$ cat src/rtl/irq_priority_arbiter.sv
// Fixed-priority interrupt arbiter: registers req, accumulates pending events and offers the highest
// eligible index through a valid/ready port. Define IRQ_EDGE_DETECT_EN for rising-edge capture with overflow.
module irq_priority_arbiter #(
  parameter int N_REQ = 8
) (
  input  logic             clk,
  input  logic             rst_n,
  input  logic [N_REQ-1:0] req,
  input  logic [N_REQ-1:0] mask,
  input  logic             out_ready,
  input  logic             ovf_clr,
  output logic             out_valid,
  output logic [2:0]       out_idx,
  output logic [N_REQ-1:0] pending,
  output logic             ovf
);

  // Handshake: an index transfers on any rising edge where out_valid and out_ready are both 1.
  // Once out_valid rises, out_idx holds until that transfer, whatever req or mask do meanwhile.

  typedef enum logic {IDLE, OFFER} state_t;

  state_t           state;
  logic [N_REQ-1:0] req_q;
  logic [N_REQ-1:0] cap;
  logic [N_REQ-1:0] clr_vec;
  logic [N_REQ-1:0] elig;
  logic             accept;
  logic             ovf_set;

  function automatic logic [2:0] top_idx(input logic [N_REQ-1:0] v);
    top_idx = 3'd0;
    for (int i = 0; i < N_REQ; i++) begin
      if (v[i]) top_idx = i[2:0];
    end
  endfunction

  assign accept  = out_valid & out_ready;
  assign clr_vec = accept ? ({{(N_REQ-1){1'b0}}, 1'b1} << out_idx) : '0;
  // The line being accepted this edge must not be offered again on the same edge.
  assign elig    = pending & mask & ~clr_vec;

  always_ff @(posedge clk or negedge rst_n) begin
    if (!rst_n) begin
      req_q <= '0;
    end else begin
      req_q <= req;
    end
  end

`ifdef IRQ_EDGE_DETECT_EN
  logic [N_REQ-1:0] req_h;

  always_ff @(posedge clk or negedge rst_n) begin
    if (!rst_n) begin
      req_h <= '0;
    end else begin
      req_h <= req_q;
    end
  end

  assign cap     = req_q & ~req_h;
  // A fresh event landing on a still-pending line that is not leaving this edge is lost.
  assign ovf_set = |(cap & pending & ~clr_vec);
`else
  assign cap     = req_q;
  assign ovf_set = 1'b0;
`endif

  // Set wins over clear when a new event hits the line being accepted.
  always_ff @(posedge clk or negedge rst_n) begin
    if (!rst_n) begin
      pending <= '0;
    end else begin
      pending <= (pending & ~clr_vec) | cap;
    end
  end

  always_ff @(posedge clk or negedge rst_n) begin
    if (!rst_n) begin
      ovf <= 1'b0;
    end else if (ovf_set) begin
      ovf <= 1'b1;
    end else if (ovf_clr) begin
      ovf <= 1'b0;
    end
  end

  always_ff @(posedge clk or negedge rst_n) begin
    if (!rst_n) begin
      state     <= IDLE;
      out_valid <= 1'b0;
      out_idx   <= 3'd0;
    end else begin
      case (state)
        IDLE: begin
          if (|elig) begin
            state     <= OFFER;
            out_valid <= 1'b1;
            out_idx   <= top_idx(elig);
          end
        end
        OFFER: begin
          if (accept) begin
            if (|elig) begin
              out_idx <= top_idx(elig);
            end else begin
              state     <= IDLE;
              out_valid <= 1'b0;
            end
          end
        end
        default: begin
          state     <= IDLE;
          out_valid <= 1'b0;
        end
      endcase
    end
  end

endmodule

$ cat config.mk
export PLATFORM = sky130hd
export DESIGN_NAME = irq_priority_arbiter
export DESIGN_NICKNAME = d
export VERILOG_FILES = /design/src/rtl/irq_priority_arbiter.sv
export SDC_FILE = /design/constraint.sdc
export NUM_CORES = 1
export LEC_CHECK = 0
export ABC_AREA = 1
export CORE_AREA = 3 3 49 51
export CTS_CLUSTER_SIZE = 20
export DETAILED_ROUTE_END_ITERATION = 8
export DIE_AREA = 0 0 52 54
export PLACE_DENSITY = 0.85
export SETUP_SLACK_MARGIN = 0.1
export SYNTH_ARGS = -nofsm -noshare
export SYNTH_HDL_FRONTEND = slang
export SYNTH_SLANG_ARGS = --single-unit
$ cat constraint.sdc
create_clock -name clk -period 3.3 [get_ports clk]
set_input_delay 0.495 -clock clk [delete_from_list [all_inputs] [get_ports clk]]
set_output_delay 0.495 -clock clk [all_outputs]
set_load 0.01 [all_outputs]
==> results of run 1 <==
## flip-flops by register name (all words and copies together), names as in the netlist
signal     cells
cap            8
state          1
pending        8
out_idx        3
out_valid      1
## power by group
part / total, mW / internal [mW] / switching [mW]
registers: 0.264 / 0.262 / 0.00142
clock network: 0.122 / 0.0472 / 0.0748
logic: 0.0402 / 0.0237 / 0.0166
total: 0.426 / 0.333 / 0.0928
## synthesized netlist by cell type
cell type,count
inv_1,18
a31oi_1,1
o21ai_1,2
nand3_1,2
dfrtp_1,21
nand3_2,1
o21bai_1,3
conb_1,1
nand2_4,1
nand2_2,1
a21oi_1,3
nor2_1,4
buf_4,1
nand2_1,34
o21ai_0,3
a21o_1,5
nor2_2,3
a21oi_2,1
## logic make-up (layout without fill, tap and decap cells)
group / count (synthesis) / in the layout / synth area share [%]
DFF: 21 / 21 / 57.2
other: 1 / 1 / 0.408
AOI/OAI and AO/OA: 18 / 18 / 12.5
and+or+nand+nor: 46 / 46 / 21.7
buffers and inverters: 19 / 52 / 8.17
## metrics by stage
step                power [mW]  instance area (µm²)  utilization [%]  hold slack, ns  instances
detailed placement       0.309                 1240             62.8           0.422        161
global route             0.443                 1270             64.1           0.462        165
finish                   0.426                 1270             64.1           0.440        165
CTS                      0.430                 1270             64.1           0.442        165
floorplan                0.281                  918                -           0.199        105
global placement         0.308                 1240             62.8           0.409        161
## cells in the final DEF, fill, tap and decap left out, types with 3 or more instances in the layout
| master | n |
|---|---|
| a21oi_1 | 3 |
| clkdlybuf4s50_1 | 30 |
| clkbuf_4 | 3 |
| nor2_1 | 4 |
| o21ai_0 | 3 |
| dfrtp_1 | 21 |
| nand2_1 | 34 |
| nor2_2 | 3 |
| o21bai_1 | 3 |
| a21o_1 | 5 |
| inv_1 | 18 |
## layer usage
layer  up-vias  routed length [µm]  global-route usage, %  part of all wire (%)
met1       368                 816                   19.1                    43
met5         -                   0                      0                     0
met4         0                  40                   6.99                   2.1
met2        29                 953                   26.6                    50
met3         5                  98                   3.32                   5.1
li1        383                   -                      -                     -
## path summary, 6_finish.rpt
path / startpoint / endpoint / cells after the start
max: out_idx[0] / out_idx[0] / 1
min: cap[5] / pending[5] / 2
max reg2reg: out_idx[1] / out_valid / 8
min reg2reg: cap[5] / pending[5] / 2
max in group asynchronous: rst_n / pending[7] / 1
min in group asynchronous: rst_n / cap[2] / 1
## cell type report
type / count / area [µm²] / area share, %
multi-input combinational: 65 / 318 / 25.0
clock buffer: 4 / 26.3 / 2.07
tap: 27 / 33.8 / 2.66
timing repair buffer: 30 / 300 / 23.6
sequential: 21 / 526 / 41.3
inverter: 18 / 67.6 / 5.31
==> flow_metrics.env, run 1 <==
export IMPL_place_congestion=0.737
export IMPL_status="completed"
export IMPL_io_pins=33
export IMPL_fin_nets=159
export IMPL_skew_ns=0.00245
export IMPL_synthTopCellsByArea="dfrtp_1 57%, nand2_1 14%, inv_1 7.4%"
export IMPL_ys_seq_elements=21
export IMPL_ant_nets=0
export IMPL_slowest_stage="clkdlybuf4s50_1"
export IMPL_port_buffer_count=30
export IMPL_hpwl_um=1510
export IMPL_fmax_ghz=0.538
export IMPL_antenna_found_initial=0
export IMPL_endpoint_kind="primary output"
export IMPL_n_antenna_cell=0
export IMPL_grt_util_all_layers_pct=15.6
export IMPL_grt_pass1_wl_um=3200
export IMPL_setup_slack_ns=1.44
export IMPL_peakVddDrop_uv=257
export IMPL_syn_instance_count=105
export IMPL_htreeDepth=1
export IMPL_fill_cells=156
export IMPL_synth_cell_types=18
export IMPL_dr_pass1_iters=4
export IMPL_cts_made_buffers=3
export IMPL_ctsResizeCount=0
export IMPL_ys_seq_area_share_pct=57.2
export IMPL_num_vias=785
export IMPL_cts_root_buf="clkbuf_4"
export IMPL_crit_required_ns=2.80
export IMPL_cp_max_fo=6
export IMPL_path_cells="clkdlybuf4s50_1"
export IMPL_cts_hold_fix_buffers=0
export IMPL_core_um2=1980
export IMPL_yosys_warnings=0
export IMPL_p_leak_nw=0.598
export IMPL_grt_overflow=0
export IMPL_die_width_um=52
export IMPL_finalMaxSlewViolations=0
export IMPL_hold_path_class="reg2reg"
export IMPL_yosysTopAreaCellShare_pct=57.2
export IMPL_rows=16
export IMPL_drive_gt1_share_pct=7.25
export IMPL_rsz0062_at_grt="no"
export IMPL_reg2reg_slack_ns=1.74
export IMPL_postCtsSetupBuffers=0
export IMPL_max_stage_delay_ns=0.58
export IMPL_drt_total_wl_um=1910
export IMPL_start_util_pct=46.3
export IMPL_synth_area_um2=918
export IMPL_syn_to_final_growth_pct=38.4
export IMPL_crit_family="buffers and inverters"
export IMPL_drt_wirelength_per_cell_um=11.6
export IMPL_cts_tree="done"
export IMPL_grt_max_degree=22
export IMPL_synth_largest_area_cell="dfrtp_1"
export IMPL_finalSetupViolCount=0
export IMPL_relSlewSlack_pct=39.2
export IMPL_post_route_period_util_pct=56.3
export IMPL_crit_arrival_ns=1.36
export IMPL_routed_via_density=4.76
export IMPL_tns_ns=0
export IMPL_path_buf_inv=1
export IMPL_fp_dieArea_um2=2810
export IMPL_worst_pin_slew_ns=0.910
export IMPL_drt_iter0_drc=22
export IMPL_cts_sinks=21
export IMPL_max_cap_violations=0
export IMPL_avgSynthCellArea_um2=8.75
export IMPL_clk_path_buf_depth=2
export IMPL_critPathKind="reg2out"
export IMPL_startpoint_type="flip-flop"
export IMPL_clk_pin_slew_ns=0.11
export IMPL_place_ws_ns=1.18
export IMPL_remaining_drc_errors=0
export IMPL_die_h_um=54
export IMPL_finalCriticalPeriod_ns=1.86
export IMPL_syn_nets=125
export IMPL_clkLatencyLatePin_ns=0.30
export IMPL_timing_final_hold_violations=0
export IMPL_first_global_vias=780
export IMPL_power_density_nw_per_um2=335
No activity file was read; power rests on OpenSTA's default activity.
==> run 2: changes to the inputs <==
CORE_AREA = 3 3 53 55   (was 3 3 49 51)
DIE_AREA = 0 0 56 58   (was 0 0 52 54)
PLACE_DENSITY = 0.78   (was 0.85)
clock period = 1.6 ns   (was 3.3 ns; I/O delays follow)
==> run 2 against run 1 <==
Core utilization down 2.3 points. Clock power increased by 100%. Combinational power is 140% higher. Critical endpoint is now out_idx[0]. Power grew 110%. Routed wire length rose by 7.1%. Via count increased by 5.5%. Largest cell class unchanged.
==> flow_metrics.env, run 2 (synthesized netlist as in run 1, its figures left out) <==
export IMPL_status="completed"
export IMPL_design_area_um2=1510
export IMPL_power_density_nw_per_um2=592
export IMPL_slowest_stage="clkdlybuf4s50_1"
export IMPL_grt_overflow=0
export IMPL_seqPwrFrac_pct=60.9
export IMPL_rsz0062_at_grt="yes"
export IMPL_drt_wirelength_per_cell_um=10.9
export IMPL_clkLatencyLatePin_ns=0.31
export IMPL_rows=18
export IMPL_remaining_drc_errors=0
export IMPL_clk_pin_slew_ns=0.11
export IMPL_dr_pass1_iters=4
export IMPL_instances_no_fill=187
export IMPL_htreeDepth=1
export IMPL_cts_made_buffers=3
export IMPL_path_cells="clkdlybuf4s50_1, nand2_2, nor2_4, nand2_1, nand2_2, nand2_2, nor2_2, nand2_2, nand2_4, nor2_2, a21oi_2"
export IMPL_p_switching_mw=0.197
export IMPL_critPathKind="in2reg"
export IMPL_cts_tree="done"
export IMPL_grt_max_degree=22
export IMPL_fp_dieArea_um2=3250
export IMPL_post_route_period_util_pct=94.9
export IMPL_crit_required_ns=1.84
export IMPL_antenna_found_initial=0
export IMPL_finalSetupViolCount=0
export IMPL_ant_nets=0
export IMPL_fmax_ghz=0.658
export IMPL_startpoint_type="input pin"
export IMPL_swShare_pct=22.1
export IMPL_hpwl_um=1430
export IMPL_port_buffer_count=30
export IMPL_total_power_mw=0.891
export IMPL_hold_path_class="in2async"
export IMPL_die_h_um=58
export IMPL_skew_ns=0.00210
export IMPL_cts_root_buf="clkbuf_4"
export IMPL_endpoint_kind="flip-flop"
export IMPL_max_cap_violations=0
export IMPL_num_vias=828
export IMPL_finalCriticalPeriod_ns=1.52
export IMPL_clkPwrFrac_pct=28.1
export IMPL_peakVddDrop_uv=421
export IMPL_grt_util_all_layers_pct=12.4
export IMPL_dp_cells=176
export IMPL_cts_sinks=21
export IMPL_start_util_pct=37.8
export IMPL_routed_via_density=4.43
export IMPL_cp_max_fo=5
export IMPL_n_antenna_cell=0
export IMPL_fin_nets=178
export IMPL_place_area_um2=1340
export IMPL_core_um2=2430
export IMPL_drt_total_wl_um=2050
export IMPL_fill_cells=200
export IMPL_max_stage_delay_ns=0.55
export IMPL_comb_power_share_pct=11.0
export IMPL_first_global_vias=781
export IMPL_io_pins=33
export IMPL_timing_final_hold_violations=0
export IMPL_final_cell_mix="28 x nand2_1, 20 x clkdlybuf4s50_1, 19 x dfrtp_1"
export IMPL_crit_arrival_ns=1.76
export IMPL_internal_power_mw=0.694
export IMPL_whs_ns=0.273
export IMPL_finalMaxSlewViolations=0
export IMPL_die_width_um=56
export IMPL_final_core_util_pct=61.9
export IMPL_layout_commonest_cell="nand2_1"
export IMPL_clk_path_buf_depth=2
export IMPL_critPathMostFrequentCell="nand2_2"
export IMPL_place_congestion=0.874
export IMPL_drt_iter0_drc=26
export IMPL_p_leak_nw=0.743
export IMPL_drive_gt1_share_pct=29.3
export IMPL_grt_pass1_wl_um=3170
export IMPL_syn_to_final_growth_pct=63.9
-- run 2: changes by cell type in the layout (fill, tap and decap cells not counted), sizes merged --
cell / before / now
buf: 0 / 19
clkbuf: 4 / 3
clkdlybuf4s50: 30 / 20
clkinv: 0 / 1
dlygate4sd2: 0 / 4
dlymetal6s2s: 0 / 6
-- run 2: worst paths after layout --
path | from | endpoint | slack [ns] | cells after the start
min in group clk | req[6] | cap[6] | 0.36 | 1
max reg2reg | out_idx[1] | out_idx[0] | 0.09 | 10
min reg2reg | cap[0] | pending[0] | 0.44 | 1
max | out_ready | out_idx[0] | 0.08 | 11
max in group asynchronous | rst_n | out_idx[0] | 1.10 | 2
min | rst_n | state | 0.27 | 2
-- run 2: timing repair --
item / in CTS / in global routing
buffers inserted: 2 / 5
setup endpoints to repair: 7 / 11
gates resized for setup: 6 / 24
hold buffers: 0 / 0
pin swaps: 1 / 3
-- run 2: worst max-delay path, delay by kind of cell --
family                 cells  cell delay (ns)
AO/OA/AOI/OAI              1             0.10
buffers and inverters      1             0.55
AND/OR/NAND/NOR            9             0.86
-- run 2: layout make-up --
| class | count | area, µm² | area share (%) |
|---|---|---|---|
| flip-flops and latches | 21 | 528 | 35.1 |
| repair buffers | 49 | 457 | 30.3 |
| clock inverters | 1 | 5.00 | 0.333 |
| inverters | 18 | 67.6 | 4.49 |
| multi-input cells | 65 | 388 | 25.8 |
| well taps | 30 | 37.5 | 2.49 |
| clock buffers | 3 | 22.5 | 1.50 |
-- run 2: power by group through the flow --
stage	clock network [mW]	registers, mW	logic, mW
6_report	0.250	0.543	0.0980
5_1_grt	0.278	0.544	0.110
4_1_cts	0.266	0.543	0.0926
3_5_place_dp	0	0.554	0.0917
3_3_place_gp	0	0.553	0.0902
2_1_floorplan	0	0.553	0.0272
-- run 2: metal layers --
layer  routed length, µm  global-route usage [%]  share of wire, %
met4                  42                    7.12               2.1
met3                 117                    2.45               5.7
met5                   0                       0                 0
met2                1070                    22.0                52
met1                 821                    14.0                40
-- run 2: metrics by stage --
step / setup TNS (ns) / worst slack, ns
3_3_place_gp: -0.769 / -0.177
4_1_cts: 0 / 0.0466
5_1_grt: -0.0517 / -0.0331
6_report: 0 / 0.0810
3_5_place_dp: -1.00 / -0.224
2_1_floorplan: 0 / 0.226
